**config.mk**
```make
export PLATFORM = sky130hd
export DESIGN_NAME = fft_bfly_sched_flat
export DESIGN_NICKNAME = d
export VERILOG_FILES = /design/src/rtl/fft_bfly_sched_if.sv /design/src/rtl/fft_bfly_sched.sv /design/src/flat_wrapper.sv
export SDC_FILE = /design/constraint.sdc
export NUM_CORES = 1
export LEC_CHECK = 0
export CORE_ASPECT_RATIO = 1.5
export CORE_UTILIZATION = 59
export DETAILED_ROUTE_END_ITERATION = 10
export PLACE_DENSITY = 0.84
export SYNTH_ARGS = -nofsm -noshare
export SYNTH_HDL_FRONTEND = slang
export SYNTH_SLANG_ARGS = --single-unit
```
**constraint.sdc**
```tcl
create_clock -name clk -period 2.8 [get_ports clk]
set_input_delay 0.56 -clock clk [delete_from_list [all_inputs] [get_ports clk]]
set_output_delay 0.56 -clock clk [all_outputs]
set_load 0.05 [all_outputs]
```
**src/rtl/fft_bfly_sched_if.sv**
```systemverilog
// Block-level bus of fft_bfly_sched: frame input controls, butterfly
// schedule outputs, delay-line tracker outputs and error status.
interface fft_bfly_sched_if #(
   parameter int unsigned DELAY_LENGTH = 16
);
   localparam int unsigned TW = $clog2(DELAY_LENGTH);

   logic          flush;
   logic          din_valid;
   logic          din_sop;
   logic          bf_sel;
   logic [TW-1:0] tw_idx;
   logic          dly_valid;
   logic          dly_sop;
   logic          frame_done;
   logic          err_gap;
   logic          err_sop;
   logic [7:0]    err_cnt;

   modport master (
      output flush, din_valid, din_sop,
      input  bf_sel, tw_idx, dly_valid, dly_sop, frame_done,
             err_gap, err_sop, err_cnt
   );

   modport slave (
      input  flush, din_valid, din_sop,
      output bf_sel, tw_idx, dly_valid, dly_sop, frame_done,
             err_gap, err_sop, err_cnt
   );
endinterface

```
**src/rtl/fft_bfly_sched.sv**
```systemverilog
// Radix-2 SDF butterfly scheduler: sequences fill/butterfly phases of a
// delay line, issues twiddle indices, tracks blocks through the delay line
// and flags framing errors.
// Optional feature: define FFT_SCHED_ERRCNT_EN for a saturating error counter.
module fft_bfly_sched #(
   parameter int unsigned DELAY_LENGTH     = 16,
   parameter int unsigned BLOCKS_PER_FRAME = 32
) (
   input logic              clk,
   input logic              rstn,
   fft_bfly_sched_if.slave  sched
);
   localparam int unsigned DL  = DELAY_LENGTH;
   localparam int unsigned BPF = BLOCKS_PER_FRAME;
   localparam int unsigned CW  = $clog2(BPF);
   localparam int unsigned TW  = $clog2(DL);

   if ((DL < 2) || ((BPF % (2 * DL)) != 0)) begin : g_cfg_err
      $error("fft_bfly_sched: BLOCKS_PER_FRAME must be a multiple of 2*DELAY_LENGTH, DELAY_LENGTH >= 2");
   end

   typedef enum logic [1:0] {IDLE, FILL, BFLY} state_t;

   state_t        state_q, state_d;
   logic [CW-1:0] cnt_q, cnt_d;
   logic [CW:0]   nxt;
   logic [TW-1:0] tw;
   logic          acc, blk0, abort, gap_ev, sop_ev;
   logic          done_q, done_d;
   logic          err_gap_q, err_gap_d;
   logic          err_sop_q, err_sop_d;
   logic [DL-1:0] val_q, val_d;
   logic [DL-1:0] b0_q, b0_d;

   // Next-state, block acceptance and error event decode
   always_comb begin
      state_d = state_q;
      cnt_d   = cnt_q;
      nxt     = '0;
      tw      = '0;
      acc     = 1'b0;
      blk0    = 1'b0;
      abort   = 1'b0;
      gap_ev  = 1'b0;
      sop_ev  = 1'b0;
      done_d  = 1'b0;
      if (sched.flush) begin
         state_d = IDLE;
         cnt_d   = '0;
      end else if (sched.din_valid && sched.din_sop) begin
         acc  = 1'b1;
         blk0 = 1'b1;
         nxt  = (CW+1)'(1);
         if (state_q != IDLE) begin
            sop_ev = 1'b1;
            abort  = 1'b1;
         end
      end else if (state_q != IDLE) begin
         if (sched.din_valid) begin
            acc = 1'b1;
            nxt = {1'b0, cnt_q} + (CW+1)'(1);
            tw  = TW'(32'(cnt_q) % DL);
         end else begin
            gap_ev  = 1'b1;
            abort   = 1'b1;
            state_d = IDLE;
            cnt_d   = '0;
         end
      end
      if (acc) begin
         if (nxt == (CW+1)'(BPF)) begin
            state_d = IDLE;
            cnt_d   = '0;
            done_d  = 1'b1;
         end else begin
            cnt_d   = nxt[CW-1:0];
            state_d = ((32'(nxt) % (2 * DL)) >= DL) ? BFLY : FILL;
         end
      end
   end

   // Delay-line tracker shift; on abort the current frame occupies exactly
   // the newest cnt_q slots because a live frame accepts a block every cycle
   always_comb begin
      val_d = '0;
      b0_d  = '0;
      if (!sched.flush) begin
         val_d[0] = acc;
         b0_d[0]  = blk0;
         for (int unsigned i = 1; i < DL; i++) begin
            if (!(abort && ((i - 1) < 32'(cnt_q)))) begin
               val_d[i] = val_q[i-1];
               b0_d[i]  = b0_q[i-1];
            end
         end
      end
   end

   // Sticky error flags; only reset clears them
   always_comb begin
      err_gap_d = err_gap_q | gap_ev;
      err_sop_d = err_sop_q | sop_ev;
   end

   // State, counter, tracker and status registers
   always_ff @(posedge clk or negedge rstn) begin
      if (!rstn) begin
         state_q   <= IDLE;
         cnt_q     <= '0;
         done_q    <= 1'b0;
         err_gap_q <= 1'b0;
         err_sop_q <= 1'b0;
         val_q     <= '0;
         b0_q      <= '0;
      end else begin
         state_q   <= state_d;
         cnt_q     <= cnt_d;
         done_q    <= done_d;
         err_gap_q <= err_gap_d;
         err_sop_q <= err_sop_d;
         val_q     <= val_d;
         b0_q      <= b0_d;
      end
   end

   assign sched.bf_sel     = (state_q == BFLY);
   assign sched.tw_idx     = tw;
   assign sched.dly_valid  = val_q[DL-1];
   assign sched.dly_sop    = b0_q[DL-1];
   assign sched.frame_done = done_q;
   assign sched.err_gap    = err_gap_q;
   assign sched.err_sop    = err_sop_q;

`ifdef FFT_SCHED_ERRCNT_EN
   logic [7:0] err_cnt_q, err_cnt_d;

   // Count every cycle carrying an error event, saturating at 255
   always_comb begin
      err_cnt_d = err_cnt_q;
      if ((gap_ev || sop_ev) && (err_cnt_q != 8'hFF)) begin
         err_cnt_d = err_cnt_q + 8'd1;
      end
   end

   // Error counter register
   always_ff @(posedge clk or negedge rstn) begin
      if (!rstn) begin
         err_cnt_q <= '0;
      end else begin
         err_cnt_q <= err_cnt_d;
      end
   end

   assign sched.err_cnt = err_cnt_q;
`else
   assign sched.err_cnt = '0;
`endif
endmodule

```
**src/flat_wrapper.sv**
```systemverilog
// flat-port wrapper written by rule: the top's interface ports become plain ports
module fft_bfly_sched_flat 
#(
   parameter int unsigned DELAY_LENGTH     = 16,
   parameter int unsigned BLOCKS_PER_FRAME = 32
)
  (clk, rstn, sched_flush, sched_din_valid, sched_din_sop, sched_bf_sel, sched_tw_idx, sched_dly_valid, sched_dly_sop, sched_frame_done, sched_err_gap, sched_err_sop, sched_err_cnt);
  fft_bfly_sched_if #(.DELAY_LENGTH(DELAY_LENGTH)) sched_i ();
  input logic clk;
  input logic rstn;
  input wire logic [$bits(sched_i.flush)-1:0] sched_flush;
  input wire logic [$bits(sched_i.din_valid)-1:0] sched_din_valid;
  input wire logic [$bits(sched_i.din_sop)-1:0] sched_din_sop;
  output wire logic [$bits(sched_i.bf_sel)-1:0] sched_bf_sel;
  output wire logic [$bits(sched_i.tw_idx)-1:0] sched_tw_idx;
  output wire logic [$bits(sched_i.dly_valid)-1:0] sched_dly_valid;
  output wire logic [$bits(sched_i.dly_sop)-1:0] sched_dly_sop;
  output wire logic [$bits(sched_i.frame_done)-1:0] sched_frame_done;
  output wire logic [$bits(sched_i.err_gap)-1:0] sched_err_gap;
  output wire logic [$bits(sched_i.err_sop)-1:0] sched_err_sop;
  output wire logic [$bits(sched_i.err_cnt)-1:0] sched_err_cnt;
  assign sched_i.flush = sched_flush;
  assign sched_i.din_valid = sched_din_valid;
  assign sched_i.din_sop = sched_din_sop;
  assign sched_bf_sel = sched_i.bf_sel;
  assign sched_tw_idx = sched_i.tw_idx;
  assign sched_dly_valid = sched_i.dly_valid;
  assign sched_dly_sop = sched_i.dly_sop;
  assign sched_frame_done = sched_i.frame_done;
  assign sched_err_gap = sched_i.err_gap;
  assign sched_err_sop = sched_i.err_sop;
  assign sched_err_cnt = sched_i.err_cnt;
  fft_bfly_sched #(.DELAY_LENGTH(DELAY_LENGTH), .BLOCKS_PER_FRAME(BLOCKS_PER_FRAME)) u_core (.clk(clk), .rstn(rstn), .sched(sched_i));
endmodule
```
==> summary.md, run 1 <==
| Metric | Value |
|---|---|
| Result of the run | `completed` |
| Yosys warning total | `0` |
| Input/output buffers | `14` |
| VDD IR max | `0.402 mV` |
| Required @ worst endpoint | `2240 ps` |
| Number of global-route vias before repair | `1329` |
| Clock transition time at the flip-flop clock pins of the worst setup and hold paths | `70 ps` |
| Mapped Avg Cell Area | `10.8 sq um` |
| Area added between synthesis and finish | `11.8%` |
| Cell with the largest stage delay on the worst path | `sky130_fd_sc_hd__clkdlybuf4s50_1` |
| # setup viols final | `0` |
| Wire length on met3 | `146 um` |
| Total power of the final layout | `1.10 mW` |
| Drt initial violations | `36` |
| Delay of the slowest cell on the worst path | `630 ps` |
| DR WL/cell | `15.5 um` |
| Post-synth design cell area | `0.00190 sq mm` |
| Number of buffers inserted during clock tree synthesis | `5` |
| Total number of vias | `1297` |
| Final global-route overflow total | `0` |
| PostCTS Resize Cnt | `0` |
| Level count of the clock H-tree | `2` |
| Power per cell area | `516 mW/mm^2` |
| Routability congestion estimate | `0.887` |
| Total Wirelength | `3.54 mm` |
| Worst-Skew Late Latency | `290 ps` |
| Register-to-register path setup slack | `990 ps` |
| Total leakage power | `1.04 nW` |
| Most frequent cells in the layout | `sky130_fd_sc_hd__dfrtp_1 (42), sky130_fd_sc_hd__and2_1 (26), sky130_fd_sc_hd__a21oi_1 (15)` |
| Routed length on met2 | `1.93 mm` |
| Part of the Yosys area used for sequential elements | `0.552` |
| Hold Violations, Final | `0` |
| Clock root buffer master | `sky130_fd_sc_hd__clkbuf_8` |
| Critical path cell sequence | `clkdlybuf4s50_1 -> nor2b_4 -> nand3_1 -> nor2_1 -> buf_12` |
| Largest driver fanout on the critical path | `9` |
| Netlist cell types | `40` |
| Horizontal die dimension | `48.4 um` |
| Die H | `71.6 um` |
| Setup repair after global routing missed its margin | `false` |
| # hold bufs at CTS | `0` |
| Proportion of register bits with asynchronous set or reset after synthesis | `1.00` |
| Cell count of the worst reg-to-reg path | `3` |
| Fraction of final layout cells with drive strength greater than 1 | `0.132` |
| Setup bufs post-CTS | `0` |
| Final setup TNS | `0 ps` |
| Total routed wire length on the met1 layer | `1.38 mm` |
| Critical path arrival | `2040 ps` |
| Via-per-instance ratio | `5.69` |
| Net count, final | `195` |
| Register bit count reported by yosys | `42` |
| Post-route DRC violation count | `0` |
| Clock buffer depth | `2` |
| Initial antenna violation count | `0` |
| Row count | `24` |
| Most frequently used flop master after synthesis | `sky130_fd_sc_hd__dfrtp_1` |
| Least-Margin Pin Slew | `872 ps` |
| Worst setup path category | `in2out` |
| Achievable clock frequency | `385 MHz` |
| Startpoint of the worst register-to-register path | `u_core.cnt_q[1]$_DFFE_PN0P_` |
| Number of top-level pins | `23` |
| Global-route total usage across every layer | `0.245` |
| Max-slew violation count | `0` |
| First-pass GRT wire length | `6.29 mm` |
| Critical path capture point type | `output port` |
| Area of the core region | `0.00300 sq mm` |
| Highest signal layer in the routed design | `met4` |
| Largest net degree at the start of global routing | `43` |
| Post-synth EDFFs | `0` |
| Hold crit path type | `in2async` |
| Type of origin of the critical path | `input port` |
| Final Cycle Share | `0.928` |
| Full die area | `0.00346 sq mm` |
| Crit Reg-Reg Endpoint | `u_core.state_q[0]$_DFFE_PN0P_` |
| Number of iterations in the first detailed-routing pass | `4` |
| Number of antenna-violating nets in the routed design | `0` |
| Min Clock Period, post-route | `2600 ps` |
| Detailed placement HPWL | `2.60 mm` |
| Post-Syn Instances | `177` |
| # clock sinks | `42` |
| Setup Skew | `6.88 ps` |
| Initial core utilization | `0.634` |
| Max-slew headroom at the worst pin | `0.419` |
| Clock tree from TritonCTS | `yes` |
| Commonest non-fill, non-tap cell in the layout | `sky130_fd_sc_hd__dfrtp_1` |
| Max cap viols | `0` |
| Ant diodes | `0` |
## final cells by class
cell class / instances / area, sq um
Inverter: 2 / 7.51
Tap cell: 39 / 48.8
Fill cell: 233 / 873
Sequential cell: 42 / 1050
Multi-Input combinational cell: 121 / 748
Timing Repair Buffer: 17 / 198
Clock buffer: 7 / 76.3
## layer usage
layer / vias to the layer above / global-route usage
met2: 41 / 0.435
met1: 652 / 0.278
li1: 596 / -
met5: - / 0
met4: 0 / 0.114
met3: 8 / 0.0573
## report_power, final
group	total [mW]	internal (mW)	switching [mW]
Clock	0.350	0.171	0.179
Sequential	0.626	0.617	0.00814
Combinational	0.123	0.0326	0.0901
Total	1.10	0.821	0.277
## cell usage after synthesis, types with 2 or more instances
| library cell | instances | area (sq um) |
|---|---|---|
| sky130_fd_sc_hd__a21o_1 | 4 | 30.0 |
| sky130_fd_sc_hd__a21oi_1 | 15 | 75.1 |
| sky130_fd_sc_hd__a31o_2 | 3 | 26.3 |
| sky130_fd_sc_hd__and2_1 | 26 | 163 |
| sky130_fd_sc_hd__buf_2 | 6 | 30.0 |
| sky130_fd_sc_hd__buf_4 | 10 | 75.1 |
| sky130_fd_sc_hd__clkbuf_1 | 2 | 7.51 |
| sky130_fd_sc_hd__dfrtp_1 | 42 | 1050 |
| sky130_fd_sc_hd__inv_1 | 2 | 7.51 |
| sky130_fd_sc_hd__nand2_1 | 10 | 37.5 |
| sky130_fd_sc_hd__nand3_1 | 3 | 15.0 |
| sky130_fd_sc_hd__nor2_1 | 10 | 37.5 |
| sky130_fd_sc_hd__nor2b_1 | 5 | 31.3 |
| sky130_fd_sc_hd__nor3_1 | 3 | 15.0 |
| sky130_fd_sc_hd__nor3b_1 | 8 | 60.1 |
| sky130_fd_sc_hd__o21ai_0 | 3 | 15.0 |
| sky130_fd_sc_hd__o21bai_1 | 2 | 15.0 |
## worst max-delay path, delay by kind of cell
kind          cells  cell delay, ps
buf+inv           2             800
simple gates      3             670
## kinds of logic (layout without fill, tap and decap cells)
| group | Yosys count | count (layout) | share of synthesized area |
|---|---|---|---|
| AO/OA/AOI/OAI | 34 | 34 | 0.116 |
| XOR/XNOR | 1 | 1 | 0.00460 |
| adder cells (fa/ha/maj) | 1 | 1 | 0.00657 |
| buffers and inverters | 21 | 26 | 0.0690 |
| flip-flops | 42 | 42 | 0.552 |
| other | 1 | 8 | 0.00197 |
| AND/OR/NAND/NOR | 77 | 77 | 0.250 |
## metrics by stage
step / worst slack [ps] / util / cell area (sq um) / hold slack [ps] / std cells
global placement: 258 / 0.684 / 2050 / 437 / 221
floorplan: 505 / - / 1930 / 264 / 184
global route: 120 / 0.709 / 2130 / 466 / 228
finish: 202 / 0.709 / 2130 / 381 / 228
CTS: 228 / 0.709 / 2130 / 413 / 228
detailed placement: 231 / 0.684 / 2050 / 438 / 221
## flip-flops by register name, summed over array words and instances, names as in the netlist
name,cells
u_core.state_q,2
u_core.sched.err_gap,1
u_core.sched.frame_done,1
u_core.cnt_q,5
u_core.val_q,16
u_core.b0_q,16
u_core.sched.err_sop,1
## worst max-delay path by stage
stage / endpoint / from / slack, ps
floorplan: sched_tw_idx[0] / sched_din_valid / 500
global placement: sched_tw_idx[0] / sched_din_valid / 260
detailed placement: sched_tw_idx[0] / sched_din_valid / 230
CTS: sched_tw_idx[0] / sched_din_valid / 230
global route: sched_tw_idx[0] / sched_din_valid / 120
finish: sched_tw_idx[0] / sched_din_valid / 200
Power figures use the tool's default switching activity.
==> inputs of run 2 (changes only) <==
--- a/config.mk
+++ b/config.mk
@@ -6,9 +6,9 @@
 export NUM_CORES = 1
 export LEC_CHECK = 0
 export CORE_ASPECT_RATIO = 1.5
-export CORE_UTILIZATION = 59
+export CORE_UTILIZATION = 53
 export DETAILED_ROUTE_END_ITERATION = 10
-export PLACE_DENSITY = 0.84
+export PLACE_DENSITY = 0.76
 export SYNTH_ARGS = -nofsm -noshare
 export SYNTH_HDL_FRONTEND = slang
 export SYNTH_SLANG_ARGS = --single-unit
==> run 2 against run 1 <==
  * Worst setup slack better by 71 ps
  * Routed wire length decreased by 2.9%
  * Register-to-register slack about the same
  * Total power rose by 4.0%
  * Global-route usage shrank 2.9 points
  * First-iteration DRC count fell by 17%
  * Final cell count grew 1.8%
  * Sequential share of layout area fell by 0.52 points
  * Highest routed layer unchanged
==> summary.md, run 2 (synthesis results as in run 1) <==
| Metric | Value |
|---|---|
| Area added between synthesis and finish | `13.0%` |
| Via-per-instance ratio | `5.40` |
| Critical path arrival | `1970 ps` |
| Post-layout util | `0.630` |
| Final worst-path setup slack | `273 ps` |
| Fraction of final layout cells with drive strength greater than 1 | `0.147` |
| Clock tree from TritonCTS | `yes` |
| Largest net degree at the start of global routing | `43` |
| Setup repair after global routing missed its margin | `false` |
| Hold crit path type | `in2async` |
| Min Clock Period, post-route | `2530 ps` |
| Flop pwr share | `0.548` |
| Max-slew headroom at the worst pin | `0.410` |
| Clk network pwr share | `0.345` |
| Critical path capture point type | `output port` |
| Number of top-level pins | `23` |
| Total power of the final layout | `1.14 mW` |
| Hold Violations, Final | `0` |
| Total number of vias | `1253` |
| Total leakage power | `1.04 nW` |
| Footprint of the multi-input gates | `748 sq um` |
| Least-Margin Pin Slew | `885 ps` |
| Clock transition time at the flip-flop clock pins of the worst setup and hold paths | `70 ps` |
| Number of non-filler instances in the completed layout | `232` |
| Row count | `26` |
| Worst-Skew Late Latency | `290 ps` |
| Routability congestion estimate | `0.843` |
| Max cap viols | `0` |
| Final setup TNS | `0 ps` |
| Number of global-route vias before repair | `1248` |
| Storage element area | `0.00105 sq mm` |
| Setup bufs post-CTS | `0` |
| # clock sinks | `42` |
| # setup viols final | `0` |
| Drt initial violations | `30` |
| Worst setup path category | `in2out` |
| Net Sw Frac | `0.258` |
| Post-route DRC violation count | `0` |
| Number of antenna-violating nets in the routed design | `0` |
| Die H | `75.4 um` |
| Placed cell areas | `0.00206 sq mm` |
| # hold bufs at CTS | `0` |
| First-pass GRT wire length | `5.80 mm` |
| Final Cycle Share | `0.903` |
| Type of origin of the critical path | `input port` |
| Most frequent cells in the layout | `sky130_fd_sc_hd__dfrtp_1 (42), sky130_fd_sc_hd__and2_1 (26), sky130_fd_sc_hd__a21oi_1 (15)` |
| Full die area | `0.00384 sq mm` |
| Setup Skew | `1.17 ps` |
| Pre-CTS setup slack | `277 ps` |
| Cell-internal power | `847 uW` |
| PostCTS Resize Cnt | `0` |
| Post-Place Cells | `224` |
| Part of the power in combinational logic | `0.108` |
| Clock root buffer master | `sky130_fd_sc_hd__clkbuf_8` |
| Ant diodes | `0` |
| Result of the run | `completed` |
| Max-slew violation count | `0` |
| Total Wirelength | `3.44 mm` |
| Filler Cell Count | `287` |
| Level count of the clock H-tree | `2` |
| Number of buffers inserted during clock tree synthesis | `5` |
| Regs by FF count | `u_core.b0_q: 16 flops, u_core.val_q: 16 flops, u_core.cnt_q: 5 flops` |
| Number of iterations in the first detailed-routing pass | `4` |
| Global-route total usage across every layer | `0.216` |
| Achievable clock frequency | `396 MHz` |
| VDD IR max | `0.602 mV` |
| Worst hold-check slack | `387 ps` |
| Initial core utilization | `0.558` |
| Power per cell area | `531 mW/mm^2` |
| Detailed placement HPWL | `2.52 mm` |
| Net count, final | `195` |
| DR WL/cell | `14.8 um` |
| Clock buffer depth | `2` |
| Switching pwr | `295 uW` |
| Area of the core region | `0.00342 sq mm` |
| Commonest non-fill, non-tap cell in the layout | `sky130_fd_sc_hd__dfrtp_1` |
| Final global-route overflow total | `0` |
| Horizontal die dimension | `50.9 um` |
| Required @ worst endpoint | `2240 ps` |
| Largest driver fanout on the critical path | `9` |
| Input/output buffers | `14` |
| Post-route design area | `0.00215 sq mm` |
| Initial antenna violation count | `0` |
-- run 2: cell count changes in the layout (fill, tap and decap cells not counted) --
cell,change
sky130_fd_sc_hd__clkbuf_1,-2
sky130_fd_sc_hd__clkbuf_8,+1
sky130_fd_sc_hd__clkinv_2,+1
sky130_fd_sc_hd__clkinvlp_4,+1
-- run 2: routing by layer --
metal  vias to the layer above  share of wire  track usage
li1                        597              -            -
met1                       626           0.39        0.247
met2                        24           0.55        0.363
met3                         6          0.031       0.0559
met4                         0          0.024        0.130
met5                         -              0            0
-- run 2: worst paths after layout --
| path | from | endpoint | slack (ps) | cells after the start |
|---|---|---|---|---|
| setup / recovery | sched_din_sop | sched_tw_idx[0] | 270 | 5 |
| hold / removal | rstn | u_core.b0_q[15]$_DFF_PN0_ | 390 | 1 |
| setup reg to reg | u_core.cnt_q[1]$_DFFE_PN0P_ | u_core.state_q[0]$_DFFE_PN0P_ | 980 | 3 |
| hold reg to reg | u_core.val_q[4]$_DFF_PN0_ | u_core.val_q[5]$_DFF_PN0_ | 450 | 1 |
| max in group asynchronous | rstn | u_core.val_q[5]$_DFF_PN0_ | 1860 | 1 |
| min in group clk | u_core.val_q[4]$_DFF_PN0_ | u_core.val_q[5]$_DFF_PN0_ | 450 | 1 |
-- run 2: power groups by stage --
| stage | combinational, mW | clock (mW) | sequential, mW |
|---|---|---|---|
| 6_report | 0.123 | 0.394 | 0.625 |
| 5_1_grt | 0.133 | 0.433 | 0.626 |
| 4_1_cts | 0.124 | 0.410 | 0.625 |
| 3_5_place_dp | 0.123 | 0 | 0.637 |
| 3_3_place_gp | 0.121 | 0 | 0.637 |
| 2_1_floorplan | 0.0756 | 0 | 0.654 |
-- run 2: final cells by class --
type                    instances  share of cell area
clock inverters                 2             0.00581
clock buffers                   6              0.0384
multi-input cells             121               0.348
repair buffers                 17              0.0919
flip-flops and latches         42               0.488
inverters                       2             0.00349
well taps                      42              0.0244
-- run 2: critical path, cell delays in order --
cell                              delay [ps]
sky130_fd_sc_hd__clkdlybuf4s50_1         590
sky130_fd_sc_hd__nor2b_4                 290
sky130_fd_sc_hd__nand3_1                 150
sky130_fd_sc_hd__nor2_1                  200
sky130_fd_sc_hd__buf_12                  170
